<file path="src/rtl/ci_batch_initiator.sv">
// -----------------------------------------------------------------------------
// ci_batch_initiator
//
// Master-side driver for the floating-point function-evaluation custom
// instruction interface. A batch request issues CLEAR once, then one GO per
// operand pair pulled from an upstream valid/ready source, then READ. The READ
// result is presented on res_data with a one-cycle res_valid pulse. Every
// instruction is guarded by a timeout; on expiry the batch is abandoned and the
// sticky error flag is raised.
//
// Ports:
//   clk, rst              system clock, synchronous active-high reset
//   cmd_start, cmd_count  batch request and its operand pair count
//   op_valid/op_ready     upstream operand pair handshake, op_a/op_b data
//   ci_clk_en, ci_start   custom-instruction enable and one-cycle issue strobe
//   ci_n, ci_dataa/datab  opcode and operands, held until ci_done is sampled
//   ci_done, ci_result    responder completion and result
//   busy                  batch in progress
//   res_valid, res_data   READ result pulse and held result
//   error                 sticky timeout flag
// -----------------------------------------------------------------------------
module ci_batch_initiator #(
   parameter int                 FLT_DATA_WIDTH = 32,
   parameter int                 N_WIDTH        = 2,
   parameter int                 CNT_WIDTH      = 8,
   parameter int                 TIMEOUT_CYCLES = 1024,
   parameter logic [N_WIDTH-1:0] CLEAR          = 2'd0,
   parameter logic [N_WIDTH-1:0] GO             = 2'd1,
   parameter logic [N_WIDTH-1:0] READ           = 2'd2
) (
   input  logic                      clk,
   input  logic                      rst,
   input  logic                      cmd_start,
   input  logic [CNT_WIDTH-1:0]      cmd_count,
   input  logic                      op_valid,
   output logic                      op_ready,
   input  logic [FLT_DATA_WIDTH-1:0] op_a,
   input  logic [FLT_DATA_WIDTH-1:0] op_b,
   output logic                      ci_clk_en,
   output logic                      ci_start,
   output logic [N_WIDTH-1:0]        ci_n,
   output logic [FLT_DATA_WIDTH-1:0] ci_dataa,
   output logic [FLT_DATA_WIDTH-1:0] ci_datab,
   input  logic                      ci_done,
   input  logic [FLT_DATA_WIDTH-1:0] ci_result,
   output logic                      busy,
   output logic                      res_valid,
   output logic [FLT_DATA_WIDTH-1:0] res_data,
   output logic                      error
);

   // Timeout counter holds the number of cycles elapsed since the issue strobe,
   // so it must be able to represent TIMEOUT_CYCLES itself.
   localparam int                TMO_W    = $clog2(TIMEOUT_CYCLES + 1);
   localparam logic [TMO_W-1:0]  TMO_LAST = TMO_W'(TIMEOUT_CYCLES - 1);

   typedef enum logic [2:0] {
      ST_IDLE      = 3'd0,
      ST_CLR_ISSUE = 3'd1,
      ST_CLR_WAIT  = 3'd2,
      ST_FETCH     = 3'd3,
      ST_GO_ISSUE  = 3'd4,
      ST_GO_WAIT   = 3'd5,
      ST_RD_ISSUE  = 3'd6,
      ST_RD_WAIT   = 3'd7
   } state_t;

   state_t                      r_state;
   state_t                      w_state_nxt;
   logic [CNT_WIDTH-1:0]        r_remaining;
   logic [CNT_WIDTH-1:0]        w_remaining_nxt;
   logic [TMO_W-1:0]            r_tmo;
   logic [TMO_W-1:0]            w_tmo_nxt;

   logic                        r_busy;
   logic                        r_op_ready;
   logic                        r_ci_start;
   logic [N_WIDTH-1:0]          r_ci_n;
   logic [FLT_DATA_WIDTH-1:0]   r_ci_dataa;
   logic [FLT_DATA_WIDTH-1:0]   r_ci_datab;
   logic                        r_res_valid;
   logic [FLT_DATA_WIDTH-1:0]   r_res_data;
   logic                        r_error;

   logic                        w_busy_nxt;
   logic                        w_op_ready_nxt;
   logic                        w_ci_start_nxt;
   logic [N_WIDTH-1:0]          w_ci_n_nxt;
   logic [FLT_DATA_WIDTH-1:0]   w_ci_dataa_nxt;
   logic [FLT_DATA_WIDTH-1:0]   w_ci_datab_nxt;
   logic                        w_res_valid_nxt;
   logic [FLT_DATA_WIDTH-1:0]   w_res_data_nxt;
   logic                        w_error_nxt;

   logic                        w_rem_zero;
   logic                        w_in_wait;
   logic                        w_expire;

   assign w_rem_zero = (r_remaining == {CNT_WIDTH{1'b0}});
   assign w_in_wait  = (r_state == ST_CLR_WAIT) || (r_state == ST_GO_WAIT) ||
                       (r_state == ST_RD_WAIT);
   // A done on the expiry cycle wins, so expiry requires ci_done low.
   assign w_expire   = w_in_wait && !ci_done && (r_tmo == TMO_LAST);

   // State register.
   always_ff @(posedge clk) begin
      if (rst) begin
         r_state <= ST_IDLE;
      end else begin
         r_state <= w_state_nxt;
      end
   end

   // Next-state logic; ci_done only matters in the WAIT states.
   always_comb begin
      w_state_nxt = r_state;
      case (r_state)
         ST_IDLE: begin
            if (cmd_start) begin
               w_state_nxt = ST_CLR_ISSUE;
            end else begin
               w_state_nxt = ST_IDLE;
            end
         end
         ST_CLR_ISSUE: w_state_nxt = ST_CLR_WAIT;
         ST_CLR_WAIT, ST_GO_WAIT: begin
            if (ci_done) begin
               if (w_rem_zero) begin
                  w_state_nxt = ST_RD_ISSUE;
               end else begin
                  w_state_nxt = ST_FETCH;
               end
            end else if (w_expire) begin
               w_state_nxt = ST_IDLE;
            end else begin
               w_state_nxt = r_state;
            end
         end
         ST_FETCH: begin
            if (op_valid) begin
               w_state_nxt = ST_GO_ISSUE;
            end else begin
               w_state_nxt = ST_FETCH;
            end
         end
         ST_GO_ISSUE: w_state_nxt = ST_GO_WAIT;
         ST_RD_ISSUE: w_state_nxt = ST_RD_WAIT;
         ST_RD_WAIT: begin
            if (ci_done || w_expire) begin
               w_state_nxt = ST_IDLE;
            end else begin
               w_state_nxt = ST_RD_WAIT;
            end
         end
         default: w_state_nxt = ST_IDLE;
      endcase
   end

   // Output/datapath next values; flags derive from the next state so every
   // output comes straight from a flop.
   always_comb begin
      w_busy_nxt      = (w_state_nxt != ST_IDLE);
      w_op_ready_nxt  = (w_state_nxt == ST_FETCH);
      w_ci_start_nxt  = (w_state_nxt == ST_CLR_ISSUE) || (w_state_nxt == ST_GO_ISSUE) ||
                        (w_state_nxt == ST_RD_ISSUE);
      w_ci_n_nxt      = r_ci_n;
      w_ci_dataa_nxt  = r_ci_dataa;
      w_ci_datab_nxt  = r_ci_datab;
      w_remaining_nxt = r_remaining;
      w_tmo_nxt       = {TMO_W{1'b0}};
      w_res_valid_nxt = 1'b0;
      w_res_data_nxt  = r_res_data;
      w_error_nxt     = r_error;
      case (r_state)
         ST_IDLE: begin
            if (cmd_start) begin
               w_ci_n_nxt      = CLEAR;
               w_ci_dataa_nxt  = {FLT_DATA_WIDTH{1'b0}};
               w_ci_datab_nxt  = {FLT_DATA_WIDTH{1'b0}};
               w_remaining_nxt = cmd_count;
               w_error_nxt     = 1'b0;
            end else begin
               w_error_nxt     = r_error;
            end
         end
         ST_CLR_ISSUE, ST_GO_ISSUE, ST_RD_ISSUE: begin
            // Counting starts at the strobe cycle itself.
            w_tmo_nxt = TMO_W'(1);
         end
         ST_CLR_WAIT, ST_GO_WAIT: begin
            w_tmo_nxt = r_tmo + TMO_W'(1);
            if (ci_done && w_rem_zero) begin
               w_ci_n_nxt     = READ;
               w_ci_dataa_nxt = {FLT_DATA_WIDTH{1'b0}};
               w_ci_datab_nxt = {FLT_DATA_WIDTH{1'b0}};
            end else begin
               w_ci_n_nxt     = r_ci_n;
            end
            if (w_expire) begin
               w_error_nxt = 1'b1;
            end else begin
               w_error_nxt = r_error;
            end
         end
         ST_FETCH: begin
            if (op_valid) begin
               // FETCH is only entered with remaining nonzero, so no underflow.
               w_ci_n_nxt      = GO;
               w_ci_dataa_nxt  = op_a;
               w_ci_datab_nxt  = op_b;
               w_remaining_nxt = r_remaining - CNT_WIDTH'(1);
            end else begin
               w_remaining_nxt = r_remaining;
            end
         end
         ST_RD_WAIT: begin
            w_tmo_nxt = r_tmo + TMO_W'(1);
            if (ci_done) begin
               w_res_valid_nxt = 1'b1;
               w_res_data_nxt  = ci_result;
            end else if (w_expire) begin
               w_error_nxt     = 1'b1;
            end else begin
               w_error_nxt     = r_error;
            end
         end
         default: begin
            w_tmo_nxt = {TMO_W{1'b0}};
         end
      endcase
   end

   // Output, counter and datapath registers.
   always_ff @(posedge clk) begin
      if (rst) begin
         r_remaining <= {CNT_WIDTH{1'b0}};
         r_tmo       <= {TMO_W{1'b0}};
         r_busy      <= 1'b0;
         r_op_ready  <= 1'b0;
         r_ci_start  <= 1'b0;
         r_ci_n      <= {N_WIDTH{1'b0}};
         r_ci_dataa  <= {FLT_DATA_WIDTH{1'b0}};
         r_ci_datab  <= {FLT_DATA_WIDTH{1'b0}};
         r_res_valid <= 1'b0;
         r_res_data  <= {FLT_DATA_WIDTH{1'b0}};
         r_error     <= 1'b0;
      end else begin
         r_remaining <= w_remaining_nxt;
         r_tmo       <= w_tmo_nxt;
         r_busy      <= w_busy_nxt;
         r_op_ready  <= w_op_ready_nxt;
         r_ci_start  <= w_ci_start_nxt;
         r_ci_n      <= w_ci_n_nxt;
         r_ci_dataa  <= w_ci_dataa_nxt;
         r_ci_datab  <= w_ci_datab_nxt;
         r_res_valid <= w_res_valid_nxt;
         r_res_data  <= w_res_data_nxt;
         r_error     <= w_error_nxt;
      end
   end

   assign busy      = r_busy;
   assign ci_clk_en = r_busy;
   assign op_ready  = r_op_ready;
   assign ci_start  = r_ci_start;
   assign ci_n      = r_ci_n;
   assign ci_dataa  = r_ci_dataa;
   assign ci_datab  = r_ci_datab;
   assign res_valid = r_res_valid;
   assign res_data  = r_res_data;
   assign error     = r_error;

endmodule

</file>
<file path="config.mk">
export PLATFORM = sky130hd
export DESIGN_NAME = ci_batch_initiator
export DESIGN_NICKNAME = d
export VERILOG_FILES = /design/src/rtl/ci_batch_initiator.sv
export SDC_FILE = /design/constraint.sdc
export NUM_CORES = 1
export LEC_CHECK = 0
export CAP_MARGIN = 20
export CORE_AREA = 2 2 110 112
export DETAILED_ROUTE_END_ITERATION = 8
export DIE_AREA = 0 0 112 114
export HOLD_SLACK_MARGIN = 0.06
export PLACE_DENSITY = 0.86
export SETUP_SLACK_MARGIN = 0.15
export SLEW_MARGIN = 20
export SYNTH_ARGS = -nofsm -noshare
export SYNTH_HDL_FRONTEND = slang
export SYNTH_SLANG_ARGS = --single-unit
</file>
<file path="constraint.sdc">
create_clock -name clk -period 2.6 [get_ports clk]
set_clock_uncertainty 0.2 [all_clocks]
set_input_delay 0.52 -clock clk [delete_from_list [all_inputs] [get_ports clk]]
set_output_delay 0.52 -clock clk [all_outputs]
set_load 0.05 [all_outputs]
</file>
==> impl_results.md, run 1 <==
* Switch share at 0.2997
* CP Capture Type: output port
* Minimum clock period at between 2 and 2.5 ns
* Remaining DRCs at 0
* Total Routed Length at about 13000 um
* PortBufs at approximately 210
* Logic pwr share at 0.230
* WHS at approximately 0.25 ns
* GRT Overall Usage at 0.2061
* Largest family of logic cells by synthesized area: compound AO/OA/AOI/OAI gates
* Dominant cell type by area after synthesis: dfxtp_1
* Largest net degree at the start of global routing at 66
* Die footprint at ~13000 um^2
* TritonCTS Buffers at 17
* RSZ-0062 raised after global routing: no
* GPL Wtd Cong at between 0.7 and 0.8
* Post-synth ARST share at 0
* Slew Limit Fails at 0
* Worst r2r src: r_tmo[0]
* R2R setup slack at approximately 0.35 ns
* Hold-fix buffer count after cts at 0
* Slew @ Worst Pin at approximately 0.69 ns
* Maxcap violations at 0
* DRT Pass-1 Iters at 4
* XOR/XNOR share of the synthesized area at 0.01318
* Worst slack, placed at ~0.063 ns
* Clock sinks at roughly 130
* Ports at around 210
* Cells after Synth at 472
* Global route total overflow at 0
* CP Buf/Inv Count at 1
* Max Clk Rate at roughly 430 MHz
* Yosys reg bits at 125
* Area share of the largest cell type after synthesis at 0.5379
* Setup TNS at 0 ns
* Layout cells sized above 1 at 0.08551
* Worst vdd ir at between 0.6 and 0.7 mV
* Synthesized cell area at 4652 um^2
* Clock network power share at 0.413
* Commonest non-fill, non-tap cell in the layout: clkdlybuf4s50_1
* Synth area leaders: dfxtp_1 (54%), a22o_1 (12%), nand2_1 (6.0%)
* Post-Synth Simple-Gate Area at 0.1493
* Vias at roughly 4400
* Fin crit share at 0.8996
* Worst Hold Class: register to register
* Crit-path cells: clkdlybuf4s50_1
* Core area at about 12000 um^2
* Final setup viols at 0
* Vias in the first global route at between 4000 and 5000
* Post-route ant nets at 0
* Post-synth cell types at just under 60
* DP Wirelength at around 9300 um
* Max Buffers Root-to-Sink at 2
* CTS tree: built
* Row cnt at 40
* EDFF count, synth at 0
* H-tree levels at 4
* Layout fillers at 887
* P_leak at 2.730 nW
* Kind of cell adding the most delay to the critical path: buffers and inverters
* Commonest cells after routing, fill and taps aside: clkdlybuf4s50_1 (211), dfxtp_1 (125), nand2_1 (74)
* Setup bufs post-CTS at 0
* Flop pwr share at 0.357
* Complex-gate fraction of the synthesized area at 0.2423
* Initial antenna violation count at 0
* Multi-input logic area at slightly below 2000 um^2
* Syn-to-layout area delta at 61.43%
* Die Ht at 114 um
* Nets at just under 800
* P_sw at ~1.9 mW
* Post-route setup slack at between 0.2 and 0.3 ns
* Main synth FF type: dfxtp_1
* Int Power at around 4.4 mW
* Resized cells post-CTS at 0
* Clk_lat worst skew at approximately 0.4 ns
* Synthesis warning total at 0
* CP startpoint: ci_datab[12]
* Total power at around 6.3 mW
* Wire per inst at between 15 and 20 um
* Crit path required time at roughly 1.9 ns
* Initial Utilization at 0.3972
* Antenna fix cells at 0
* Min-delay src: ci_n[0]
* Vias per inst at ~5.2
* Rel. slew slack at 0.5405
* CP arrival at ~1.6 ns
* Max incr delay on CP at 0.86 ns
* Clock root buffer: clkbuf_16
* Die Width at about 110 um
* DRT iter0 DRCs at between 200 and 300
* Sequential share of the synthesized area at 0.5379
* Hold Vio Cnt, Final at 0
* First-pass GRT wire length at 21090 um
* Post-Synth Adder-Cell Area at 0.005379
* CP max stage cell: clkdlybuf4s50_1
* CP Max Fanout at 2
* Clk pin slew, worst setup/hold paths at approximately 0.06 ns
* Syn Nets at around 580
* Crit path kind: register to output port
* Worst setup SP type: register
* Proportion of synthesized area in mux cells at 0
* Avg Cell Area, Syn at about 9.9 um^2
* Pwr Density at around 840 nW/um^2
* FF+latch area at 2502 um^2
* Status: finished clean
[cell type report]
type / instances / area share
clock buffer: 19 / 0.05898
multi-input combinational: 304 / 0.2564
timing repair buffer: 222 / 0.2952
sequential: 125 / 0.3332
inverter: 7 / 0.003499
tap: 147 / 0.02449
clock inverter: 13 / 0.02816
[per-layer routing]
layer | GRT usage | wire length [um] | up-vias
met4 | 0.08780 | 269 | 0
met2 | 0.3305 | 6313 | 195
met1 | 0.2525 | 5610 | 2036
met3 | 0.07386 | 1114 | 23
met5 | 0 | 0 | -
li1 | - | - | 2101
[sequential cells by signal (all words and copies together) (netlist names), 2 cells and up]
signal / count
ci_dataa: 32
ci_datab: 32
res_data: 32
r_tmo: 11
r_remaining: 8
r_state: 3
ci_n: 2
[power by group through the flow]
stage / Clock [mW] / Combinational (mW) / Sequential, mW
floorplan: 0 / 0.854 / 2.42
global placement: 0 / 1.39 / 2.27
detailed placement: 0 / 1.44 / 2.28
CTS: 2.65 / 1.45 / 2.24
global route: 2.73 / 1.56 / 2.27
finish: 2.60 / 1.45 / 2.25
[kinds of logic after synthesis]
family	count (synthesis)
compound gates	152
simple gates	143
flops	125
buf+inv	43
xor+xnor	7
fa+ha+maj	2
[cell usage after synthesis, drive strengths merged (4+ instances only)]
| cell type | count |
|---|---|
| dfxtp | 125 |
| buf | 20 |
| o21ai | 11 |
| nor2 | 29 |
| nor3 | 4 |
| a211oi | 5 |
| xnor2 | 4 |
| clkbuf | 16 |
| inv | 7 |
| nand2 | 74 |
| a22o | 65 |
| a21oi | 47 |
| nand3 | 10 |
[worst paths after layout]
check                                    end  depth (start not counted)
worst max-delay path            ci_datab[12]                          1
worst min-delay path                 ci_n[0]                          1
worst max register to register          busy                          6
worst min register to register       ci_n[0]                          1
[metrics by stage]
stage,area [um^2],util,cells
2_1_floorplan,4652,-,472
3_3_place_gp,6855,0.5854,805
3_5_place_dp,6855,0.5854,805
4_1_cts,7510,0.6412,837
5_1_grt,7510,0.6412,837
6_report,7510,0.6412,837
Note: power is estimated with default switching activity, not from simulation.
==> inputs of run 2 (changes only) <==
REMOVE_ABC_BUFFERS = 1   (was not set)
==> run 2 against run 1 <==
  * Die area unchanged
  * Via count up 0.28%
  * Register-to-register slack about the same
  * Global-route usage up 0.83 points
  * Critical path type unchanged
  * Critical endpoint is now res_data[7]
  * Largest cell class unchanged
  * Largest power group is now registers
  * Highest routed layer unchanged
==> impl_results.md, run 2 (synthesized netlist as in run 1, its figures left out) <==
* WHS at between 0.2 and 0.3 ns
* H-tree levels at 4
* PortBufs at between 200 and 250
* CTS tree: built
* Final setup viols at 0
* Max incr delay on CP at roughly 0.84 ns
* First-pass GRT wire length at 21850 um
* Die Width at ~110 um
* Clock sinks at 125
* Crit path kind: register to output port
* Vias in the first global route at ~4400
* Post-route setup slack at around 0.27 ns
* Clock network power share at 0.371
* CP max stage cell: clkdlybuf4s50_1
* RSZ-0062 raised after global routing: no
* CP arrival at roughly 1.6 ns
* Logic pwr share at 0.249
* Hold Vio Cnt, Final at 0
* Clk_lat worst skew at 0.41 ns
* Flop pwr share at 0.380
* Rel. slew slack at 0.5216
* Int Power at between 4 and 5 mW
* Wire per inst at 16.54 um
* Worst setup SP type: register
* Fin crit share at 0.8964
* Setup bufs post-CTS at 0
* Initial Utilization at 0.3972
* CP Capture Type: output port
* Max Buffers Root-to-Sink at 2
* Initial antenna violation count at 0
* Worst vdd ir at between 0.7 and 0.8 mV
* Layout cells sized above 1 at 0.08128
* Maxcap violations at 0
* Syn-to-layout area delta at 59.20%
* CP Buf/Inv Count at 1
* Crit-path cells: clkdlybuf4s50_1
* Ports at 213
* Die footprint at approximately 13000 um^2
* P_leak at between 2 and 3 nW
* P_sw at 1.823 mW
* Layout fillers at between 900 and 1000
* Vias per inst at ~5.2
* DRT iter0 DRCs at 331
* GRT Overall Usage at 0.2144
* Placed Cells incl. Taps at about 810
* Hold-fix buffer count after cts at 0
* Row cnt at 40
* Slew @ Worst Pin at ~0.7 ns
* Remaining DRCs at 0
* DP Wirelength at 9765 um
* Commonest cells after routing, fill and taps aside: clkdlybuf4s50_1 (211), dfxtp_1 (125), nand2_1 (74)
* Setup TNS at 0 ns
* DRT Pass-1 Iters at 5
* GPL Wtd Cong at ~0.84
* Slew Limit Fails at 0
* Total power at 5.864 mW
* Die Ht at 114 um
* Post-route ant nets at 0
* Largest net degree at the start of global routing at 66
* Commonest non-fill, non-tap cell in the layout: clkdlybuf4s50_1
* CP Max Fanout at 2
* Pwr Density at roughly 790 nW/um^2
* Vias at 4367
* Total Routed Length at between 10000 and 15000 um
* Antenna fix cells at 0
* Kind of cell adding the most delay to the critical path: buffers and inverters
* Switch share at 0.3110
* Resized cells post-CTS at 0
* Core area at approximately 12000 um^2
* Nets at around 790
* Status: finished clean
* Worst Hold Class: register to register
* Clock root buffer: clkbuf_16
* Worst slack, placed at -0.01003 ns
* Layout Cells excl Fill at roughly 840
* Minimum clock period at ~2.3 ns
* TritonCTS Buffers at 17
* Crit path required time at ~1.9 ns
* Global route total overflow at 0
* Clk pin slew, worst setup/hold paths at 0.05 ns
* Max Clk Rate at 429.1 MHz
run 2: metal layers:
layer / track usage / vias up / share of wire
met3: 0.09405 / 18 / 0.091
li1: - / 2093 / -
met1: 0.2412 / 2044 / 0.40
met4: 0.06829 / 0 / 0.016
met2: 0.3681 / 212 / 0.50
met5: 0 / - / 0
run 2: metrics by stage:
step / area, um^2 / util
2_1_floorplan: 4437 / -
3_3_place_gp: 6863 / 0.5860
3_5_place_dp: 6863 / 0.5860
4_1_cts: 7406 / 0.6324
5_1_grt: 7406 / 0.6324
6_report: 7406 / 0.6324
run 2: path summary, 6_finish.rpt:
check,endpoint,start,slack (ns),cells past startpoint
worst max register to register,busy,r_tmo[0],0.34,6
worst max-delay path,res_data[7],res_data[7],0.27,1
worst min register to register,res_data[8],res_data[8],0.25,2
worst min-delay path,res_data[8],res_data[8],0.25,2
run 2: final cells by class:
cell class                 instances  area (um^2)  area share
timing repair buffer             223         2225      0.3004
sequential                       125         2502      0.3379
clock inverter                     7        65.06    0.008785
inverter                           7        26.28    0.003548
clock buffer                      23        478.0     0.06454
tap                              147        183.9     0.02484
multi-input combinational        304         1926      0.2600
run 2: worst reg2reg max path, stage by stage, from the launching register on:
cell and delay [ns]:
dfxtp_1 0.40, ha_1 0.29, nand4_4 0.16, nor4_4 0.42, a2111oi_2 0.14, o31ai_2 0.37
a31oi_1 0.15
run 2: power by group through the flow:
stage / Sequential (mW) / Combinational (mW) / Clock (mW)
5_1_grt: 2.25 / 1.57 / 2.29
6_report: 2.23 / 1.46 / 2.18
4_1_cts: 2.23 / 1.46 / 2.22
2_1_floorplan: 2.50 / 0.613 / 0
3_3_place_gp: 2.26 / 1.40 / 0
3_5_place_dp: 2.26 / 1.45 / 0
==> inputs of run 3 (changes only) <==
CORE_AREA = 2 2 101 122   (was 2 2 110 112)
DIE_AREA = 0 0 103 124   (was 0 0 112 114)
==> run 3 against run 2 <==
  * Wire length fell by 0.45%
  * Die area barely moved
  * Combinational power rose by 3%
  * Global-route usage fell by 0.34 points
  * Power rose by 4.8%
  * Critical path type unchanged
==> impl_results.md, run 3 (synthesized netlist as in run 1, its figures left out) <==
* Status: finished clean
* Rel. slew slack at 0.4956
* Hold-fix buffer count after cts at 0
* CP startpoint: ci_dataa[28]
* Setup TNS at 0 ns
* Crit path required time at ~1.9 ns
* Nets at between 700 and 800
* Layout cells sized above 1 at 0.08947
* Worst setup SP type: register
* Slew @ Worst Pin at approximately 0.76 ns
* Largest net degree at the start of global routing at 55
* CP max stage cell: clkdlybuf4s50_1
* CP Max Fanout at 2
* GPL Wtd Cong at 0.8104
* Reg2reg path depth at 7
* Clk pin slew, worst setup/hold paths at 0.06 ns
* Setup bufs post-CTS at 0
* First-pass GRT wire length at 20910 um
* TritonCTS Buffers at 17
* R2R setup slack at about 0.32 ns
* Max incr delay on CP at around 0.84 ns
* Stages on worst setup path at 1
* Worst Hold Class: register to register
* Crit-path cells: clkdlybuf4s50_1
* Total Routed Length at 13760 um
* Wire per inst at 16.19 um
* Crit path kind: register to output port
* Post-route ant nets at 0
* CP arrival at 1.62 ns
* Max Clk Rate at 427.0 MHz
* Vias in the first global route at 4243
* GRT Overall Usage at 0.2110
* Minimum clock period at 2.342 ns
* Worst flop-to-flop path endpoint: ci_dataa[14]
* Final Core Density at 0.6517
* Max Buffers Root-to-Sink at 2
* CP Capture Type: output port
* WHS Path Cells at 1
* Die footprint at 12770 um^2
* Clk_lat worst skew at approximately 0.4 ns
* CP Buf/Inv Count at 1
* Initial Utilization at 0.4040
* Vias at about 4400
* CTS tree: built
* Clock sinks at between 100 and 150
* Syn-to-layout area delta at 61.30%
* Core area at 11510 um^2
* Kind of cell adding the most delay to the critical path: buffers and inverters
* RSZ-0062 raised after global routing: no
* Ports at 213
* DRT Pass-1 Iters at 5
* Clock root buffer: clkbuf_16
* Row cnt at between 40 and 50
* Remaining DRCs at 0
* Hold Vio Cnt, Final at 0
* P_leak at between 2 and 3 nW
* Antenna fix cells at 0
* Die Ht at 124 um
* PortBufs at approximately 210
* CP Capture Point: ci_dataa[28]
* DRT iter0 DRCs at around 170
* Final setup viols at 0
* Fin crit share at 0.9008
* Die Width at a little over 100 um
* Layout fillers at between 900 and 1000
* H-tree levels at 4
* Maxcap violations at 0
* Vias per inst at between 5 and 6
* DP Wirelength at between 9000 and 10000 um
* Commonest cells after routing, fill and taps aside: clkdlybuf4s50_1 (211), dfxtp_1 (125), nand2_1 (74)
* Worst r2r src: r_state[1]
* Initial antenna violation count at 0
* Worst vdd ir at about 0.44 mV
* Commonest non-fill, non-tap cell in the layout: clkdlybuf4s50_1
* Resized cells post-CTS at 0
* Global route total overflow at 0
* Slew Limit Fails at 0
* Pwr Density at 819.0 nW/um^2
-- run 3: cell count changes in the layout (fill, tap and decap cells not counted), sizes merged --
cell	previous run	this run
buf	12	14
bufinv	1	3
clkbuf	23	18
clkinv	4	5
inv	7	11
-- run 3: how the worst min path moves through the flow --
| stage | start | to |
|---|---|---|
| 2_1_floorplan | r_tmo[9] | r_tmo[9] |
| 3_3_place_gp | ci_n[0] | ci_n[0] |
| 3_5_place_dp | ci_n[0] | ci_n[0] |
| 4_1_cts | res_data[4] | res_data[4] |
| 5_1_grt | res_data[14] | res_data[14] |
| 6_report | ci_n[0] | ci_n[0] |
-- run 3: report_power, final --
part           leakage [nW]  total, mW  internal, mW  switching [mW]
logic                  1.42       1.50         0.633           0.871
registers              1.01       2.20          2.05           0.150
clock network         0.292       2.44          1.53           0.913
total                  2.72       6.15          4.21            1.93
-- run 3: worst register-to-register path, stage by stage (launching register included) --
cell and delay (ns):
dfxtp_1 0.50, buf_4 0.24, nand2_1 0.10, nor2_2 0.33, nand2_1 0.22, nor2_4 0.17
buf_12 0.24, a22o_1 0.22
-- run 3: stage by stage --
step | area [um^2] | cells | setup WS (ns) | hold slack, ns | power, mW
floorplan | 4437 | 436 | -1.136 | 0.2838 | 3.116
global placement | 6890 | 818 | 0.1087 | 0.2366 | 3.688
detailed placement | 6890 | 818 | 0.06615 | 0.2473 | 3.739
CTS | 7503 | 850 | 0.2368 | 0.2592 | 6.180
global route | 7503 | 850 | 0.1822 | 0.2727 | 6.411
finish | 7503 | 850 | 0.2579 | 0.2573 | 6.146
-- run 3: final cells by class --
type / count / area, um^2 / area share
Multi-Input combinational cell: 304 / 1926 / 0.2566
Clock inverter: 14 / 183.9 / 0.02451
Sequential cell: 125 / 2502 / 0.3335
Inverter: 7 / 26.28 / 0.003502
Timing Repair Buffer: 225 / 2240 / 0.2985
Clock buffer: 18 / 429.2 / 0.05720
Tap cell: 157 / 196.4 / 0.02618
-- run 3: routing by layer --
metal  GRT usage  up-vias  part of all wire
met5           0        -                 0
met2      0.3543      201              0.49
met4     0.07977        0             0.024
met3     0.08698       34             0.094
li1            -     2104                 -
met1      0.2380     2014              0.39
